==> config.mk <==
export PLATFORM = sky130hd
export DESIGN_NAME = shift_capture
export DESIGN_NICKNAME = d
export VERILOG_FILES = /design/src/rtl/shift_capture_pkg.sv /design/src/rtl/capture_fifo.sv /design/src/rtl/shift_capture.sv
export SDC_FILE = /design/constraint.sdc
export NUM_CORES = 1
export LEC_CHECK = 0
export ABC_AREA = 1
export ABC_CLOCK_PERIOD_IN_PS = 5800
export BUFFER_PORTS_ARGS = -buffer_cell sky130_fd_sc_hd__buf_2
export CAP_MARGIN = 30
export CORE_ASPECT_RATIO = 1.75
export CORE_UTILIZATION = 35
export CTS_CLUSTER_DIAMETER = 120
export DETAILED_ROUTE_END_ITERATION = 10
export GPL_TIMING_DRIVEN = 0
export MAX_ROUTING_LAYER = met4
export PLACE_DENSITY = 0.57
export SYNTH_ARGS = -nofsm -noshare
export SYNTH_HDL_FRONTEND = slang
export SYNTH_SLANG_ARGS = --single-unit
==> constraint.sdc <==
create_clock -name clk -period 5.8 [get_ports clk]
set_input_delay 0.29 -clock clk [delete_from_list [all_inputs] [get_ports clk]]
set_output_delay 0.29 -clock clk [all_outputs]
set_load 0.1 [all_outputs]
==> src/rtl/shift_capture_pkg.sv <==
// Shared definitions for the shift_capture block.
//   - Default frame length and FIFO depth
//   - Wishbone register map (word addresses on i_wb_addr)
//   - STATUS and CONTROL bit positions
//   - Sticky error flag bundle and frame mask helper
package shift_capture_pkg;

  localparam int unsigned FRAME_BITS_DEFAULT = 32;
  localparam int unsigned FIFO_DEPTH_DEFAULT = 8;

  // Width of the serial bit counter; counts saturate at 63.
  localparam int unsigned BIT_CNT_W = 6;

  // Register map
  localparam logic [2:0] ADDR_STATUS    = 3'd0;
  localparam logic [2:0] ADDR_DATA      = 3'd1;
  localparam logic [2:0] ADDR_CONTROL   = 3'd2;
  localparam logic [2:0] ADDR_BITCOUNT  = 3'd3;
  localparam logic [2:0] ADDR_ACCEPTED  = 3'd4;
  localparam logic [2:0] ADDR_DISCARDED = 3'd5;

  // STATUS layout
  localparam int unsigned STATUS_COUNT_LSB   = 0;
  localparam int unsigned STATUS_COUNT_W     = 8;
  localparam int unsigned STATUS_EMPTY_BIT   = 8;
  localparam int unsigned STATUS_FULL_BIT    = 9;
  localparam int unsigned STATUS_OVF_BIT     = 10;
  localparam int unsigned STATUS_LEN_ERR_BIT = 11;

  // CONTROL layout
  localparam int unsigned CTRL_CLEAR_BIT = 0;
  localparam int unsigned CTRL_FLUSH_BIT = 1;

  typedef struct packed {
    logic ovf;
    logic len_err;
  } sticky_t;

  // Ones in the low 'bits' positions of a 32-bit word.
  function automatic logic [31:0] frame_mask(input int unsigned bits);
    logic [31:0] m;
    m = '0;
    for (int i = 0; i < 32; i++) begin
      if (i < bits) m[i] = 1'b1;
    end
    return m;
  endfunction

endpackage

==> src/rtl/capture_fifo.sv <==
// Synchronous FIFO holding captured frames.
// Ports:
//   clk, reset      - system clock, synchronous active-high reset
//   i_push, i_wdata - write request and data; ignored when full unless popped same cycle
//   i_pop           - read request; ignored when empty
//   i_flush         - empties the FIFO; a same-cycle push is discarded
//   o_rdata         - head entry (undefined when empty)
//   o_count         - number of stored entries
//   o_full, o_empty - occupancy flags
module capture_fifo #(
  parameter int unsigned WIDTH = 32,
  parameter int unsigned DEPTH = 8
) (
  input  logic                     clk,
  input  logic                     reset,
  input  logic                     i_push,
  input  logic [WIDTH-1:0]         i_wdata,
  input  logic                     i_pop,
  input  logic                     i_flush,
  output logic [WIDTH-1:0]         o_rdata,
  output logic [$clog2(DEPTH):0]   o_count,
  output logic                     o_full,
  output logic                     o_empty
);

  localparam int unsigned AW = (DEPTH > 1) ? $clog2(DEPTH) : 1;
  localparam int unsigned CW = $clog2(DEPTH) + 1;

  logic [WIDTH-1:0] r_mem [DEPTH];
  logic [AW-1:0]    r_wptr;
  logic [AW-1:0]    r_rptr;
  logic [CW-1:0]    r_count;

  logic w_do_push;
  logic w_do_pop;

  assign o_full  = (r_count == CW'(DEPTH));
  assign o_empty = (r_count == '0);
  assign o_count = r_count;
  assign o_rdata = r_mem[r_rptr];

  // A full FIFO still accepts a push when the head leaves in the same cycle.
  assign w_do_pop  = i_pop & ~o_empty;
  assign w_do_push = i_push & (~o_full | w_do_pop);

  always_ff @(posedge clk) begin
    if (reset || i_flush) begin
      r_wptr  <= '0;
      r_rptr  <= '0;
      r_count <= '0;
    end else begin
      if (w_do_push) r_wptr <= r_wptr + 1'b1;
      if (w_do_pop)  r_rptr <= r_rptr + 1'b1;
      if (w_do_push && !w_do_pop)      r_count <= r_count + 1'b1;
      else if (w_do_pop && !w_do_push) r_count <= r_count - 1'b1;
    end
  end

  always_ff @(posedge clk) begin
    if (w_do_push && !i_flush && !reset) r_mem[r_wptr] <= i_wdata;
  end

endmodule

==> src/rtl/shift_capture.sv <==
// Captures frames shifted out by a matrix serializer and exposes them over Wishbone.
// The asynchronous matrix clock/latch/data are synchronized, edge-detected, and
// assembled MSB-first; each latch rise pushes the frame into a FIFO when exactly
// FRAME_BITS bits were shifted, otherwise flags a length error.
// Ports:
//   clk, reset                     - system clock, synchronous active-high reset
//   i_matrix_clk/latch/mosi        - asynchronous serializer inputs
//   i_wb_*                         - Wishbone slave request (cyc, stb, we, addr, sel, wdata)
//   o_wb_ack, o_wb_stall, o_wb_rdata - Wishbone response (ack one cycle after request)
//   o_frame_valid                  - FIFO holds at least one frame
// Optional build macro SHIFT_CAPTURE_STATS_EN adds accepted/discarded frame counters
// at addresses 4 and 5.
module shift_capture
  import shift_capture_pkg::*;
#(
  parameter int unsigned FRAME_BITS = FRAME_BITS_DEFAULT,
  parameter int unsigned FIFO_DEPTH = FIFO_DEPTH_DEFAULT
) (
  input  logic        clk,
  input  logic        reset,
  input  logic        i_matrix_clk,
  input  logic        i_matrix_latch,
  input  logic        i_matrix_mosi,
  input  logic        i_wb_cyc,
  input  logic        i_wb_stb,
  input  logic        i_wb_we,
  input  logic [2:0]  i_wb_addr,
  input  logic [3:0]  i_wb_sel,
  input  logic [31:0] i_wb_wdata,
  output logic        o_wb_ack,
  output logic        o_wb_stall,
  output logic [31:0] o_wb_rdata,
  output logic        o_frame_valid
);

  localparam int unsigned CNT_W = $clog2(FIFO_DEPTH) + 1;
  localparam logic [31:0] FRAME_MASK = frame_mask(FRAME_BITS);
  localparam logic [BIT_CNT_W-1:0] FRAME_LEN = BIT_CNT_W'(FRAME_BITS);
  localparam logic [BIT_CNT_W-1:0] BIT_CNT_MAX = '1;

  // Synchronizers and edge detectors
  logic [1:0] r_clk_sync;
  logic [1:0] r_latch_sync;
  logic [1:0] r_mosi_sync;
  logic       r_clk_prev;
  logic       r_latch_prev;
  logic       w_clk_rise;
  logic       w_latch_rise;

  always_ff @(posedge clk) begin
    if (reset) begin
      r_clk_sync   <= '0;
      r_latch_sync <= '0;
      r_mosi_sync  <= '0;
      r_clk_prev   <= 1'b0;
      r_latch_prev <= 1'b0;
    end else begin
      r_clk_sync   <= {r_clk_sync[0], i_matrix_clk};
      r_latch_sync <= {r_latch_sync[0], i_matrix_latch};
      r_mosi_sync  <= {r_mosi_sync[0], i_matrix_mosi};
      r_clk_prev   <= r_clk_sync[1];
      r_latch_prev <= r_latch_sync[1];
    end
  end

  assign w_clk_rise   = r_clk_sync[1] & ~r_clk_prev;
  assign w_latch_rise = r_latch_sync[1] & ~r_latch_prev;

  // Frame assembly. The "effective" values fold in a same-cycle shift so a
  // coincident latch sees the bit that arrived with it.
  logic [31:0]          r_shift;
  logic [BIT_CNT_W-1:0] r_bit_cnt;
  logic [BIT_CNT_W-1:0] r_last_cnt;
  logic [31:0]          w_shift_eff;
  logic [BIT_CNT_W-1:0] w_cnt_eff;
  logic                 w_len_ok;
  logic                 w_cap_push;
  logic                 w_len_err_evt;

  always_comb begin
    w_shift_eff = r_shift;
    w_cnt_eff   = r_bit_cnt;
    if (w_clk_rise) begin
      w_shift_eff = {r_shift[30:0], r_mosi_sync[1]};
      if (r_bit_cnt != BIT_CNT_MAX) w_cnt_eff = r_bit_cnt + 1'b1;
    end
  end

  assign w_len_ok      = (w_cnt_eff == FRAME_LEN);
  assign w_cap_push    = w_latch_rise & w_len_ok;
  assign w_len_err_evt = w_latch_rise & ~w_len_ok;

  always_ff @(posedge clk) begin
    if (reset) begin
      r_shift    <= '0;
      r_bit_cnt  <= '0;
      r_last_cnt <= '0;
    end else begin
      r_shift <= w_shift_eff;
      if (w_latch_rise) begin
        r_bit_cnt  <= '0;
        r_last_cnt <= w_cnt_eff;
      end else begin
        r_bit_cnt <= w_cnt_eff;
      end
    end
  end

  // Wishbone request decode
  logic w_req;
  logic w_rd;
  logic w_ctrl_wr;
  logic w_clear;
  logic w_flush;
  logic w_pop;

  assign w_req     = i_wb_cyc & i_wb_stb;
  assign w_rd      = w_req & ~i_wb_we;
  assign w_ctrl_wr = w_req & i_wb_we & (i_wb_addr == ADDR_CONTROL) & i_wb_sel[0];
  assign w_clear   = w_ctrl_wr & i_wb_wdata[CTRL_CLEAR_BIT];
  assign w_flush   = w_ctrl_wr & i_wb_wdata[CTRL_FLUSH_BIT];

  // FIFO
  logic             w_fifo_push;
  logic [31:0]      w_fifo_rdata;
  logic [CNT_W-1:0] w_fifo_count;
  logic             w_fifo_full;
  logic             w_fifo_empty;
  logic             w_ovf_evt;
  logic             w_acc_evt;

  assign w_pop       = w_rd & (i_wb_addr == ADDR_DATA) & ~w_fifo_empty;
  assign w_fifo_push = w_cap_push & ~w_flush;
  assign w_ovf_evt   = w_fifo_push & w_fifo_full & ~w_pop;
  assign w_acc_evt   = w_fifo_push & ~w_ovf_evt;

  capture_fifo #(
    .WIDTH (32),
    .DEPTH (FIFO_DEPTH)
  ) u_fifo (
    .clk     (clk),
    .reset   (reset),
    .i_push  (w_fifo_push),
    .i_wdata (w_shift_eff & FRAME_MASK),
    .i_pop   (w_pop),
    .i_flush (w_flush),
    .o_rdata (w_fifo_rdata),
    .o_count (w_fifo_count),
    .o_full  (w_fifo_full),
    .o_empty (w_fifo_empty)
  );

  assign o_frame_valid = ~w_fifo_empty;

  // Sticky flags; a new event in the clearing cycle wins over the clear.
  sticky_t r_sticky;

  always_ff @(posedge clk) begin
    if (reset) begin
      r_sticky <= '0;
    end else begin
      r_sticky.ovf     <= (r_sticky.ovf & ~w_clear) | w_ovf_evt;
      r_sticky.len_err <= (r_sticky.len_err & ~w_clear) | w_len_err_evt;
    end
  end

`ifdef SHIFT_CAPTURE_STATS_EN
  logic [15:0] r_acc_cnt;
  logic [15:0] r_disc_cnt;

  always_ff @(posedge clk) begin
    if (reset || w_clear) begin
      r_acc_cnt  <= '0;
      r_disc_cnt <= '0;
    end else begin
      if (w_acc_evt && r_acc_cnt != 16'hFFFF) r_acc_cnt <= r_acc_cnt + 16'd1;
      // Length errors and overflows never coincide: overflow needs a good length.
      if ((w_len_err_evt || w_ovf_evt) && r_disc_cnt != 16'hFFFF) begin
        r_disc_cnt <= r_disc_cnt + 16'd1;
      end
    end
  end
`else
  logic w_unused_stats;
  assign w_unused_stats = w_acc_evt;
`endif

  // Read mux; zero whenever no read is in flight so rdata idles at 0.
  logic [31:0] w_rdata_d;

  always_comb begin
    w_rdata_d = '0;
    if (w_rd) begin
      case (i_wb_addr)
        ADDR_STATUS: begin
          w_rdata_d[STATUS_COUNT_LSB +: STATUS_COUNT_W] = STATUS_COUNT_W'(w_fifo_count);
          w_rdata_d[STATUS_EMPTY_BIT]   = w_fifo_empty;
          w_rdata_d[STATUS_FULL_BIT]    = w_fifo_full;
          w_rdata_d[STATUS_OVF_BIT]     = r_sticky.ovf;
          w_rdata_d[STATUS_LEN_ERR_BIT] = r_sticky.len_err;
        end
        ADDR_DATA: begin
          if (!w_fifo_empty) w_rdata_d = w_fifo_rdata;
        end
        ADDR_BITCOUNT: w_rdata_d[BIT_CNT_W-1:0] = r_last_cnt;
`ifdef SHIFT_CAPTURE_STATS_EN
        ADDR_ACCEPTED:  w_rdata_d[15:0] = r_acc_cnt;
        ADDR_DISCARDED: w_rdata_d[15:0] = r_disc_cnt;
`endif
        default: w_rdata_d = '0;
      endcase
    end
  end

  logic        r_ack;
  logic [31:0] r_rdata;

  always_ff @(posedge clk) begin
    if (reset) begin
      r_ack   <= 1'b0;
      r_rdata <= '0;
    end else begin
      r_ack   <= w_req;
      r_rdata <= w_rdata_d;
    end
  end

  assign o_wb_ack   = r_ack;
  assign o_wb_rdata = r_rdata;
  assign o_wb_stall = 1'b0;

  logic w_unused;
  assign w_unused = ^{i_wb_wdata[31:2], i_wb_sel[3:1]};

endmodule

Word level (Yosys, flattened, before mapping):

Memory sizes are Yosys's and may differ from the RTL's. A register that Yosys moved wholly into a read port is not among the register bits.
Cells that the tools add are included.
Widths: inputs -> output; s select.

* $add $sub $neg: 5
* $mul: 0
* div/mod/pow operators: 0
* order comparisons: 0
* eq/ne operators: 6
* shifts and indexed selects: 0
* muxes and demuxes: 12
* bitwise operators: 34
* reductions and logical operators: 15

Operator list (number)
* $mux 32: 1
* $and 1x1->1: 20
* $pmux 6 s3: 1
* $mux 12: 1
* $mux 6: 2
* $pmux 6 s2: 1
* $not 1->1: 11
* $mux 4: 2
* $add 3x1->3 const B: 2
* $add 6x1->6 const B: 1
* $eq 3x2->1 const B: 2
* $eq 6x6->1 const B: 1
* $mux 3: 2
* $ne 6x6->1 const B: 1
* $add 4x1->4 const B: 1
* $eq 4x4->1 const B: 1
* $logic_and 1x1->1: 4
* $logic_not 1->1: 4
* $logic_not 4->1: 1
* $reduce_or 2->1: 2
* $reduce_or 4->1: 1
* $sub 4x1->4 const B: 1
* $eq 3x1->1 const B: 1
* $logic_not 3->1: 1
* 4 further kinds: 7

* flip-flop bits (word level): 97
* latch bits: 0
* RAM bits: 256
* ROM bits: 0
* bits of input ports: 47
* logic and storage cells: 89
* memories: 1

Memories
* u_fifo.r_mem: depth 8, bits a word 32, rd ports 1, clocked after Yosys merged registers in 1, wr ports 1, line capture_fifo.sv:29 `logic [WIDTH-1:0] r_mem [DEPTH];`

Depth between registers and ports, before layout:

* depth in word-level cells: 12
* depth in mapped cells: 21

Cells and area by module:

From an unflattened synthesis, not the netlist that was laid out.

* cell total of the unflattened synthesis: 1311
* area total of the unflattened synthesis: 14019.7 um2

By module, submodules not included
* capture_fifo: instances 1, cells each 885, area each 10714.0 um2
* shift_capture: instances 1, cells each 426, area each 3305.7 um2

Least setup slack after synthesis:

No wires, ideal clock.

* kind: flip-flop to flip-flop
* start point: register r_bit_cnt[0]
* end point: memory u_fifo.r_mem[1][0], enable pin
* library setup time: 421 ps
* data arrival time: 2771 ps
* data required time: 5379 ps
* path slack: 2608 ps
* stages on the path, launching flop included: 12
* clock period less this slack: 3192 ps
* cells stage by stage: dfxtp_1 -> ha_1 -> nand3_1 -> o21bai_2 -> nand2_1 -> nand2_1 -> nand2_1 -> nor2_2 -> nand4_4 -> clkinv_4 -> nand2_2 -> nor2_1

* word-level cells in the longest chain between the ends: 11
* elaborated cells on any way between the ends: 12

RTL lines
* from (decl): line shift_capture.sv:72 `logic [BIT_CNT_W-1:0] r_bit_cnt;`
* from (signal assigned): line shift_capture.sv:104 `r_bit_cnt <= w_cnt_eff;`
* $add 6x1->6 / $ne 6x6->1 (equally long branches): line shift_capture.sv:85 `if (r_bit_cnt != BIT_CNT_MAX) w_cnt_eff = r_bit_cnt + 1'b1;`
* $mux 6: line shift_capture.sv:85
* $mux 6 (*): line shift_capture.sv:83 `if (w_clk_rise) begin`
* $eq 6x6->1 (*): line shift_capture.sv:89 `assign w_len_ok = (w_cnt_eff == FRAME_LEN);`
* $and 1x1->1 (*): line shift_capture.sv:90 `assign w_cap_push = w_latch_rise & w_len_ok;`
* $and 1x1->1 (*): line shift_capture.sv:133 `assign w_fifo_push = w_cap_push & ~w_flush;`
* $and 1x1->1 (*): line capture_fifo.sv:44 `assign w_do_push = i_push & (~o_full | w_do_pop);`
* net u_fifo.w_do_push: line capture_fifo.sv:34 `logic w_do_push;`
* $logic_and 1x1->1 (*) (2 in series): line capture_fifo.sv:60 `if (w_do_push && !i_flush && !reset) r_mem[r_wptr] <= i_wdata;`
* $mux 1 (*): line capture_fifo.sv:60
* $mux 1 (implied by the code) (*): line capture_fifo.sv:60
* to (decl): line capture_fifo.sv:29

The timed path passes the listed nets; every way through them passes the cells marked *.

Worst setup path after layout:

* start point: register r_bit_cnt[0]
* end point: register u_fifo.r_count[3] (netlist: u_fifo.o_count[3])

* word-level cells in the longest chain between the ends: 10
* elaborated cells on any way between the ends: 13

RTL lines
* $add 6x1->6 / $ne 6x6->1 (equally long branches): line shift_capture.sv:85
* $mux 6: line shift_capture.sv:85
* $mux 6 (*): line shift_capture.sv:83
* $eq 6x6->1 (*): line shift_capture.sv:89
* $and 1x1->1 (*): line shift_capture.sv:90
* $and 1x1->1 (*): line shift_capture.sv:133
* $and 1x1->1 (*): line capture_fifo.sv:44
* net u_fifo.w_do_push: line capture_fifo.sv:34
* $logic_not 1->1: line capture_fifo.sv:55 `else if (w_do_pop && !w_do_push) r_count <= r_count - 1'b1;`
* $logic_and 1x1->1: line capture_fifo.sv:55
* $reduce_bool 2->1 (no line)
* to (signal assigned): line capture_fifo.sv:54 `if (w_do_push && !w_do_pop) r_count <= r_count + 1'b1;`
* to (signal assigned): line capture_fifo.sv:55
* to (decl): line capture_fifo.sv:32 `logic [CW-1:0] r_count;`

Marks and branches as above.
A chain may end at the register's enable or synchronous reset.

==> run_results.csv <==
group,metric,value,unit
outcome,outcome,"completed",
critical_path,critical_path_class,"reg -> reg",
clocking,clockBufferDepth,3,
route,wl_per_cell,20.22,µm
yosys,syn_area_per_cell,11.54,µm²
sta,setup_viol,0,
power,p_leak,0.005789,µW
critical_path,endpoint_kind,"register",
floorplan,top_level_ports,82,
layout,area_growth,15.38,%
min_path,hold_class,"in -> reg",
min_path,holdPathEnd,"o_wb_ack",
grt,grt_usage,19.11,%
power,ir_worst_vdd,217.3,µV
clocking,ctsResizeCount,0,
route,drtAntennaViolNets,0,
clocking,cts_tree,"yes",
yosys,synthCells,1178,
yosys,ys_top_cells_by_count,"256 x edfxtp_1, 232 x nor2_1, 178 x o21ai_0, 100 x dfxtp_1, 83 x nand2_1",
layout,finalNetCount,1323,
floorplan,die_w,151,µm
yosys,synth-main-ff-cell,"edfxtp_1",
yosys,async_flop_share,0,%
floorplan,rows,95,
sta,hold_viol_final,0,
min_path,hold_start,"i_wb_cyc",
grt,grt_pass1_vias,9306,
yosys,synth_top_cell_area_share,56.53,%
critical_path,cp.arrival,3.52,ns
clocking,clkLatencyLatePin,0.57,ns
floorplan,core_area,38390,µm²
clocking,htreeDepth,1,
yosys,synth-seq-cells,356,
critical_path,r2r-start,"r_bit_cnt[0]",
floorplan,die_area,39680,µm²
sta,final.min_clock_period,3.056,ns
yosys,yosysMostFrequentCell,"edfxtp_1",
yosys,netlist_top_cells_area,"edfxtp_1 57%, dfxtp_1 15%, o21ai_0 6.6%, nor2_1 6.4%, nand2_1 2.3%",
sta,min_period_over_period,52.70,%
yosys,synth_nets,1232,
power,p_per_area,314.1,nW/µm²
route,num_vias,9126,
clocking,root_buffer,"clkbuf_16",
grt,grt_max_degree,25,
yosys,yosysSeqAreaShare,71.26,%
critical_path,reg2reg_depth,20,
route,wl_met2,19410,µm
sta,slew_headroom,43.15,%
critical_path,required,6.26,ns
route,wl_met1,13490,µm
route,via_per_inst,5.133,
layout,drive_gt1_share,12.92,%
route,drt-total-wl,35950,µm
layout,antenna_cells,0,
clocking,numCtsBuffers,31,
sta,skew,0.009562,ns
route,top_layer,"met4",
grt,antenna_found_initial,0,
critical_path,worstPathMaxFanout,5,
flow_run,max_cap_violations,0,
sta,rsz0062_at_grt,"false",
sta,fin_ws,2.744,ns
yosys,synth_top_cell_by_area,"edfxtp_1",
clocking,clock_sinks,356,
placement,port_buffers,46,
yosys,synth_cell_types,41,
route,drt_first_pass_iters,5,
yosys,synth_edf_count,256,
sta,drv_slew,0,
sta,tightest_slew,0.8528,ns
route,drc,0,
floorplan,die_h,262.8,µm
sta,fmax,327.2,MHz
grt,grt_pass1_wl,54650,µm
critical_path,timing.rr.end,"u_fifo.o_count[3]",
grt,grt_overflow,0,
clocking,cts.clk_slew.worst_paths,0.07,ns
sta,fin_tns_setup,0,ns
critical_path,ff2ff_setup_slack,2.74,ns
placement,gp_congestion,0.8128,
floorplan,initial_core_util,35.42,%
placement,dp_hpwl,24200,µm
critical_path,start_kind,"register",
min_path,holdPathStages,3,
yosys,syn_area,13600,µm²
route,drt_iter0_drc,805,
route,wl_met3,1366,µm
sta,hold_ws,0.006050,ns
placement,pre_cts_slack,2.724,ns
yosys,yosys_warnings,0,
-- state kept, by name, summed over array words and instances (netlist names), named ones only --
signal / flops
u_fifo.r_mem: 256
r_shift: 32
u_fifo.r_rptr: 3
r_bit_cnt: 6
r_sticky: 2
r_mosi_sync: 2
r_last_cnt: 6
r_clk_prev: 1
o_wb_ack: 1
u_fifo.o_count: 4
r_latch_prev: 1
r_latch_sync: 2
u_fifo.r_wptr: 3
o_wb_rdata: 32
r_clk_sync: 2
-- critical path, stage by stage, from the launching register on --
cell	delay, ns
dfxtp_1	0.41
ha_1	0.26
nand3_1	0.11
o21bai_2	0.21
nand2_1	0.09
nand2_1	0.12
nand2_1	0.08
nor2_2	0.13
nand4_4	0.15
clkinv_4	0.10
ha_1	0.18
inv_1	0.09
ha_1	0.29
a21oi_1	0.15
nor2_1	0.05
nor2_1	0.11
nor2_1	0.05
nor2_1	0.08
nand2_1	0.07
o21ai_0	0.14
a21oi_1	0.06
-- power breakdown --
part	leakage (µW)	internal [µW]	switching, µW
sequential	0.00316	2750	6.93
clock	0.000486	1130	915
combinational	0.00215	31.9	95.0
-- cell usage in the layout, fill, tap and decap left out, types with 3 or more instances in the layout --
cell type,n
nor2_2,3
a31oi_1,16
edfxtp_1,256
buf_12,6
buf_2,53
clkinv_2,9
o21ai_0,178
dfxtp_1,100
buf_1,4
nor2_1,224
clkbuf_16,31
clkbuf_1,56
nand2_1,83
bufinv_16,3
or2_2,32
o221ai_1,18
clkinv_1,5
a21oi_1,22
nand4_1,3
ha_1,6
dlygate4sd3_1,4
nor2_4,10
o22ai_1,34
inv_1,74
nand3_1,28
-- worst max path at each step --
stage / to / slack [ns] / startpoint
4_1_cts: u_fifo.o_count[3] / 2.71 / r_bit_cnt[0]
6_report: u_fifo.o_count[3] / 2.74 / r_bit_cnt[0]
2_1_floorplan: u_fifo.r_mem[1][0] / 2.61 / r_bit_cnt[0]
3_3_place_gp: u_fifo.r_mem[3][25] / 0.70 / r_bit_cnt[0]
5_1_grt: u_fifo.o_count[3] / 2.42 / r_bit_cnt[0]
3_5_place_dp: u_fifo.o_count[3] / 2.72 / r_bit_cnt[0]
-- repair_timing --
item	CTS	global route
hold buffers	4	0
hold endpoints to repair	4	0
endpoints found under the setup margin	0	0
buffers inserted	0	0
-- final cells by class --
type                       count  area (µm²)
tap                          485       606.8
buffer                        62       256.5
clock buffer                  40       819.5
timing repair buffer          58       445.4
multi-input combinational    681        3411
inverter                      79       301.5
sequential                   356        9689
clock inverter                17       160.2
fill                        3635       22700
-- through the flow --
stage               utilization, %  area, µm²  total power (µW)  instances
finish                       40.87      15690              4929       1778
global route                 40.87      15690              5066       1778
CTS                          40.87      15690              4957       1778
global placement             37.60      14440              2934       1709
floorplan                        -      13600              2892       1178
detailed placement           38.21      14670              2939       1717
-- per-layer routing --
metal	global-route usage (%)	vias up
met4	9.000	0
met1	20.77	4474
met5	-	-
li1	-	4300
met3	1.806	89
met2	34.29	263
-- logic make-up after synthesis --
| kind of cell | synth area share [%] |
|---|---|
| other cells | 0.02758 |
| flops | 71.26 |
| xor+xnor | 0.1288 |
| buf+inv | 4.104 |
| fa+ha+maj | 0.6993 |
| simple gates | 12.30 |
| compound gates | 11.48 |
Note: power is estimated with default switching activity, not from simulation.
